[config.mk]
export PLATFORM = sky130hd
export DESIGN_NAME = delay_gen
export DESIGN_NICKNAME = d
export VERILOG_FILES = /design/src/rtl/delay_gen_pkg.sv /design/src/rtl/dg_prescaler.sv /design/src/rtl/delay_gen.sv
export SDC_FILE = /design/constraint.sdc
export NUM_CORES = 1
export LEC_CHECK = 0
export BUFFER_PORTS_ARGS = -buffer_cell sky130_fd_sc_hd__buf_4
export CELL_PAD_IN_SITES_DETAIL_PLACEMENT = 1
export CELL_PAD_IN_SITES_GLOBAL_PLACEMENT = 1
export CORE_ASPECT_RATIO = 2
export CORE_UTILIZATION = 48
export DETAILED_ROUTE_END_ITERATION = 7
export GPL_ROUTABILITY_DRIVEN = 0
export PLACE_DENSITY = 0.9
export SYNTH_ARGS = -nofsm -noshare
export SYNTH_HDL_FRONTEND = slang
export SYNTH_HIERARCHICAL = 1
export SYNTH_SLANG_ARGS = --single-unit
export TNS_END_PERCENT = 1
[constraint.sdc]
create_clock -name clk_delay_gen -period 5.1 [get_ports clk_delay_gen]
set_input_delay 1.02 -clock clk_delay_gen [delete_from_list [all_inputs] [get_ports clk_delay_gen]]
set_output_delay 1.02 -clock clk_delay_gen [all_outputs]
set_load 0.05 [all_outputs]
[src/rtl/delay_gen_pkg.sv]
// Shared types and default sizing for the delay_gen programmable delay generator.
package delay_gen_pkg;

    typedef enum logic [1:0] {
        ST_IDLE  = 2'd0,
        ST_DELAY = 2'd1,
        ST_FIRE  = 2'd2,
        ST_DONE  = 2'd3
    } state_t;

    typedef enum logic [1:0] {
        MLT_X1  = 2'd0,
        MLT_MID = 2'd1,
        MLT_HI  = 2'd2,
        MLT_HI2 = 2'd3
    } mlt_t;

    localparam int DEF_CNT_W   = 17;
    localparam int DEF_MID_DIV = 100;
    localparam int DEF_HI_DIV  = 100000;
    localparam int DEF_REP_W   = 8;

    // Prescale width large enough to hold the larger divider value.
    function automatic int div_width(input int mid_div, input int hi_div);
        int big;
        big = (hi_div > mid_div) ? hi_div : mid_div;
        return $clog2(big + 1);
    endfunction

endpackage

[src/rtl/dg_prescaler.sv]
// Base counter (0..limit-1) cascaded into a prescale counter (0..div-1);
// tc flags the base wrap on which the prescaler is at its last step.
module dg_prescaler #(
    parameter int CNT_W = 17,
    parameter int DIV_W = 17
) (
    input  logic             clk,
    input  logic             rst,
    input  logic             clr,
    input  logic             en,
    input  logic [CNT_W-1:0] limit,
    input  logic [DIV_W-1:0] div,
    output logic             tc
);

    logic [CNT_W-1:0] base_cnt;
    logic [DIV_W-1:0] pre_cnt;
    logic             base_last;
    logic             pre_last;

    assign base_last = (base_cnt == limit - CNT_W'(1));
    assign pre_last  = (pre_cnt == div - DIV_W'(1));
    assign tc        = en && base_last && pre_last;

    always_ff @(posedge clk or posedge rst) begin
        if (rst) begin
            base_cnt <= '0;
            pre_cnt  <= '0;
        end else if (clr) begin
            base_cnt <= '0;
            pre_cnt  <= '0;
        end else if (en) begin
            if (base_last) begin
                base_cnt <= '0;
                pre_cnt  <= pre_last ? '0 : pre_cnt + DIV_W'(1);
            end else begin
                base_cnt <= base_cnt + CNT_W'(1);
            end
        end
    end

endmodule

[src/rtl/delay_gen.sv]
// Launch-triggered delay generator: repeats delay*DIV cycle windows, pulsing
// launch_pl at each expiry and holding end_flg until the request is released.
module delay_gen
    import delay_gen_pkg::*;
#(
    parameter int CNT_W   = DEF_CNT_W,
    parameter int MID_DIV = DEF_MID_DIV,
    parameter int HI_DIV  = DEF_HI_DIV,
    parameter int REP_W   = DEF_REP_W
) (
    input  logic             clk_delay_gen,
    input  logic             rst,
    input  logic             dl_launch,
    input  logic [CNT_W-1:0] delay,
    input  logic [1:0]       dl_mlt,
    input  logic [REP_W-1:0] repeat_num,
    output logic             dl_out,
    output logic             launch_pl,
    output logic             end_flg,
    output logic             busy,
    output logic             err
);

    localparam int DIV_W = div_width(MID_DIV, HI_DIV);

    state_t           state, state_next;
    logic             launch_q;
    logic             launch_edge;
    logic             accept;
    logic             reject;
    logic             tc;
    logic [CNT_W-1:0] delay_l;
    mlt_t             mlt_l;
    logic [REP_W-1:0] rep_l;
    logic [REP_W-1:0] rep_cnt;
    logic [REP_W-1:0] rep_target;
    logic [DIV_W-1:0] div_sel;

    assign launch_edge = dl_launch && !launch_q;
    assign rep_target  = (rep_l == '0) ? REP_W'(1) : rep_l;

    always_comb begin
        div_sel = DIV_W'(HI_DIV);
        case (mlt_l)
            MLT_X1:  div_sel = DIV_W'(1);
            MLT_MID: div_sel = DIV_W'(MID_DIV);
            default: div_sel = DIV_W'(HI_DIV);
        endcase
    end

    dg_prescaler #(
        .CNT_W(CNT_W),
        .DIV_W(DIV_W)
    ) u_prescaler (
        .clk  (clk_delay_gen),
        .rst  (rst),
        .clr  (state != ST_DELAY),
        .en   (state == ST_DELAY),
        .limit(delay_l),
        .div  (div_sel),
        .tc   (tc)
    );

    // Abort (dl_launch low) is tested before expiry so it wins a tie.
    always_comb begin
        state_next = state;
        accept     = 1'b0;
        reject     = 1'b0;
        case (state)
            ST_IDLE: begin
                if (launch_edge) begin
                    if (delay != '0) begin
                        accept     = 1'b1;
                        state_next = ST_DELAY;
                    end else begin
                        reject = 1'b1;
                    end
                end
            end
            ST_DELAY: begin
                if (!dl_launch)  state_next = ST_IDLE;
                else if (tc)     state_next = ST_FIRE;
            end
            ST_FIRE: begin
                if (!dl_launch)                  state_next = ST_IDLE;
                else if (rep_cnt == rep_target)  state_next = ST_DONE;
                else                             state_next = ST_DELAY;
            end
            ST_DONE: begin
                if (!dl_launch) state_next = ST_IDLE;
            end
            default: state_next = ST_IDLE;
        endcase
    end

    always_ff @(posedge clk_delay_gen or posedge rst) begin
        if (rst) begin
            state     <= ST_IDLE;
            launch_q  <= 1'b0;
            delay_l   <= '0;
            mlt_l     <= MLT_X1;
            rep_l     <= '0;
            rep_cnt   <= '0;
            dl_out    <= 1'b0;
            launch_pl <= 1'b0;
            end_flg   <= 1'b0;
            busy      <= 1'b0;
            err       <= 1'b0;
        end else begin
            state    <= state_next;
            launch_q <= dl_launch;
            if (accept) begin
                delay_l <= delay;
                mlt_l   <= mlt_t'(dl_mlt);
                rep_l   <= repeat_num;
                rep_cnt <= '0;
            end else if (state == ST_DELAY && state_next == ST_FIRE) begin
                rep_cnt <= rep_cnt + REP_W'(1);
            end
            // Outputs decode the next state so they are registered yet aligned with it.
            dl_out    <= (state_next == ST_DELAY);
            launch_pl <= (state_next == ST_FIRE);
            end_flg   <= (state_next == ST_DONE);
            busy      <= (state_next == ST_DELAY) || (state_next == ST_FIRE);
            err       <= reject;
        end
    end

endmodule

==> results.sh <==
export IMPL_ff2ff_setup_slack_ps=310
export IMPL_mostFrequentLayoutCell="dfrtp_1"
export IMPL_grt_pass1_wl_um=28500
export IMPL_cp_num_cells=15
export IMPL_via_per_inst=6.43
export IMPL_critPathKind="register to register"
export IMPL_synth_xor_area_frac=0.0992
export IMPL_clk_path_buf_depth=2
export IMPL_synth_top_family_by_area="simple AND/OR/NAND/NOR gates"
export IMPL_wirelength_um=17700
export IMPL_cts_tree="yes"
export IMPL_fin_crit_ps=4790
export IMPL_final_cell_mix="dfrtp_1, buf_4, nor2_1"
export IMPL_drv_slew=0
export IMPL_critPathMaxFanout=12
export IMPL_slowest_stage="nor3_1"
export IMPL_ant_nets=0
export IMPL_path_delay_family="simple AND/OR/NAND/NOR gates"
export IMPL_syn_avg_cell_area_um2=9.58
export IMPL_fin_skew_ps=6.49
export IMPL_grt_start_max_net_pins=42
export IMPL_rsz0062_at_grt="no"
export IMPL_worstPathCellList="nor3_1 > nand4_1 > xnor2_1 > nand3_1 > nor4_4 > nand2_2 > nor2b_1 > nor2b_1 > o21ai_0 > and2_2 > ha_1 > and3b_1 > nand4_1 > xor2_1 > nor2_1"
export IMPL_fmax_mhz=209
export IMPL_avgRoutedWirePerCell_um=23.7
export IMPL_hold_depth=1
export IMPL_outcome="finished clean"
export IMPL_synth_edf_count=0
export IMPL_max_stage_delay_ps=830
export IMPL_power_density_nw_per_um2=317
export IMPL_synth_cell_area_um2=5170
export IMPL_arrival_ps=5010
export IMPL_hold_viol=0
export IMPL_hold_end="mlt_l[0]"
export IMPL_cts_clk_slew_worst_paths_ps=60
export IMPL_htree_levels=3
export IMPL_insertion_delay_ps=340
export IMPL_synth_main_ff_cell="dfrtp_1"
export IMPL_synth_warnings=6
export IMPL_r2r_end="rep_cnt[4]"
export IMPL_leakage_nw=2.52
export IMPL_max_cap_violations=0
export IMPL_first_pass_iters=5
export IMPL_route_vias_total=4798
export IMPL_ioPinCount=35
export IMPL_clock_sinks=77
export IMPL_grt_usage=0.347
export IMPL_setup_viol=0
export IMPL_tns_ps=0
export IMPL_rows=53
export IMPL_slew_headroom=0.205
export IMPL_hold_buffers=0
export IMPL_initial_core_util=0.494
export IMPL_antenna_found_initial=0
export IMPL_synth_mux_area_fraction=0.0590
export IMPL_min_from="mlt_l[0]"
export IMPL_total_power_mw=1.90
export IMPL_synthCells=540
export IMPL_cts_root_buf="clkbuf_16"
export IMPL_nNetsFinal=642
export IMPL_r2r_start="delay_l[8]"
export IMPL_port_buffers=34
export IMPL_die_w_um=75.4
export IMPL_synthAdderAreaFrac=0.0194
export IMPL_end_kind="register"
export IMPL_async_flop_share=1.00
export IMPL_synth_distinct_cells=70
export IMPL_layout_drive_gt1_share=0.164
export IMPL_cp_buffers_inverters=0
export IMPL_ir_drop_mv=0.229
export IMPL_period_share=0.938
export IMPL_die_y_um=149
export IMPL_yosys_area_share_simple=0.263
export IMPL_grt_pass1_vias=5351
export IMPL_worstPathRequired_ps=5330
export IMPL_worstMarginPinSlew_ps=1190
export IMPL_synth_seq_cells=77
export IMPL_post_dp_hpwl_um=11400
export IMPL_areaGrowthSynthToFinish_pct=15.9
export IMPL_seq_area_frac_synth=0.373
export IMPL_drc=0
export IMPL_cts_buffers=9
export IMPL_die_area_um2=11200
export IMPL_synth_compound_area_frac=0.147
export IMPL_cp_start_kind="register"
export IMPL_r2r_cells=15
export IMPL_coreArea_um2=10500
export IMPL_drtIter0Drc=224
export IMPL_diodes=0
export IMPL_overflow=0
export IMPL_fillers=1232
export IMPL_min_path_type="register to register"
## flip-flops by register name (all words and copies together), names as in the netlist
name	cells
delay_l	17
state	2
u_prescaler/pre_cnt	17
end_flg	1
launch_pl	1
rep_l	8
busy	1
u_prescaler/base_cnt	17
launch_q	1
err	1
mlt_l	2
dl_out	1
rep_cnt	8
## area by class of cell
cell class	count	area (um2)	share of cell area
well taps	137	171	0.0286
inverters	16	60.1	0.0100
clock buffers	12	256	0.0428
flip-flops and latches	77	1930	0.322
repair buffers	42	315	0.0526
clock inverters	4	70.1	0.0117
multi-input cells	458	3190	0.533
## through the flow
step           area, um2   util  setup slack (ps)  hold WS (ps)  cells
6_report            5990  0.572               315           532    746
2_1_floorplan       5310      -               866           480    576
3_3_place_gp        5660  0.540               891           502    730
4_1_cts             5980  0.571               430           533    746
3_5_place_dp        5660  0.540               490           514    730
5_1_grt             5990  0.572              62.9           550    746
## metal layers
layer / global-route usage / routed length, um / share of wire
met5: 0 / 0 / 0
met1: 0.362 / 6050 / 0.34
met3: 0.0459 / 669 / 0.038
met2: 0.606 / 9650 / 0.55
met4: 0.258 / 1290 / 0.073
## cells by family (layout without fill, tap and decap cells)
group | count (synthesis) | count (layout)
adder cells (fa/ha/maj) | 8 | 8
XOR/XNOR | 57 | 57
AND/OR/NAND/NOR | 233 | 233
other | 1 | 37
AO/OA/AOI/OAI | 100 | 100
buffers and inverters | 41 | 74
multiplexers | 23 | 23
flip-flops | 77 | 77
## cell usage after synthesis, types with 3 or more instances
master,count,share of area
o2111ai_1,3,0.0051
or3b_2,4,0.0068
o211ai_1,5,0.0073
ha_1,8,0.019
nor2_1,41,0.030
or4_1,5,0.0073
a22o_1,13,0.022
nand4_1,11,0.013
a211oi_1,3,0.0044
a221o_1,10,0.019
o21ai_0,6,0.0058
a21oi_1,15,0.015
inv_1,16,0.012
nor4_1,17,0.021
nor3b_1,3,0.0044
nor4_4,3,0.012
clkbuf_1,14,0.010
or4b_1,4,0.0077
mux2_2,8,0.017
o31ai_1,3,0.0044
a31oi_1,18,0.022
xor2_1,19,0.032
buf_6,5,0.011
nand2_1,37,0.027
nand4b_1,3,0.0051
and3_1,11,0.013
and4b_1,3,0.0058
nand2b_1,11,0.013
mux2_4,13,0.038
or3_1,3,0.0036
dfrtp_1,77,0.37
xnor2_1,37,0.063
nor2b_1,7,0.0085
nand3b_1,4,0.0058
nand3_1,22,0.021
o31a_1,5,0.0085
buf_2,4,0.0039
nor3_1,24,0.023
nor4b_1,7,0.012
## report_power, final
part / switching [mW] / internal [mW]
Clock: 0.258 / 0.454
Sequential: 0.0885 / 0.660
Combinational: 0.253 / 0.188
## how the worst max path moves through the flow
| stage | endpoint | from | slack, ps |
|---|---|---|---|
| floorplan | rep_cnt[4] | mlt_l[1] | 870 |
| global placement | rep_cnt[5] | mlt_l[1] | 890 |
| detailed placement | rep_cnt[7] | mlt_l[1] | 490 |
| CTS | rep_cnt[4] | mlt_l[1] | 430 |
| global route | rep_cnt[5] | mlt_l[1] | 60 |
| finish | rep_cnt[4] | delay_l[8] | 310 |
## timing repair
item                                    in CTS  in global routing
gates resized for setup                      0                  2
buffers inserted                             0                  0
endpoints found under the setup margin       0                  2
(Power assumes the default switching activity.)
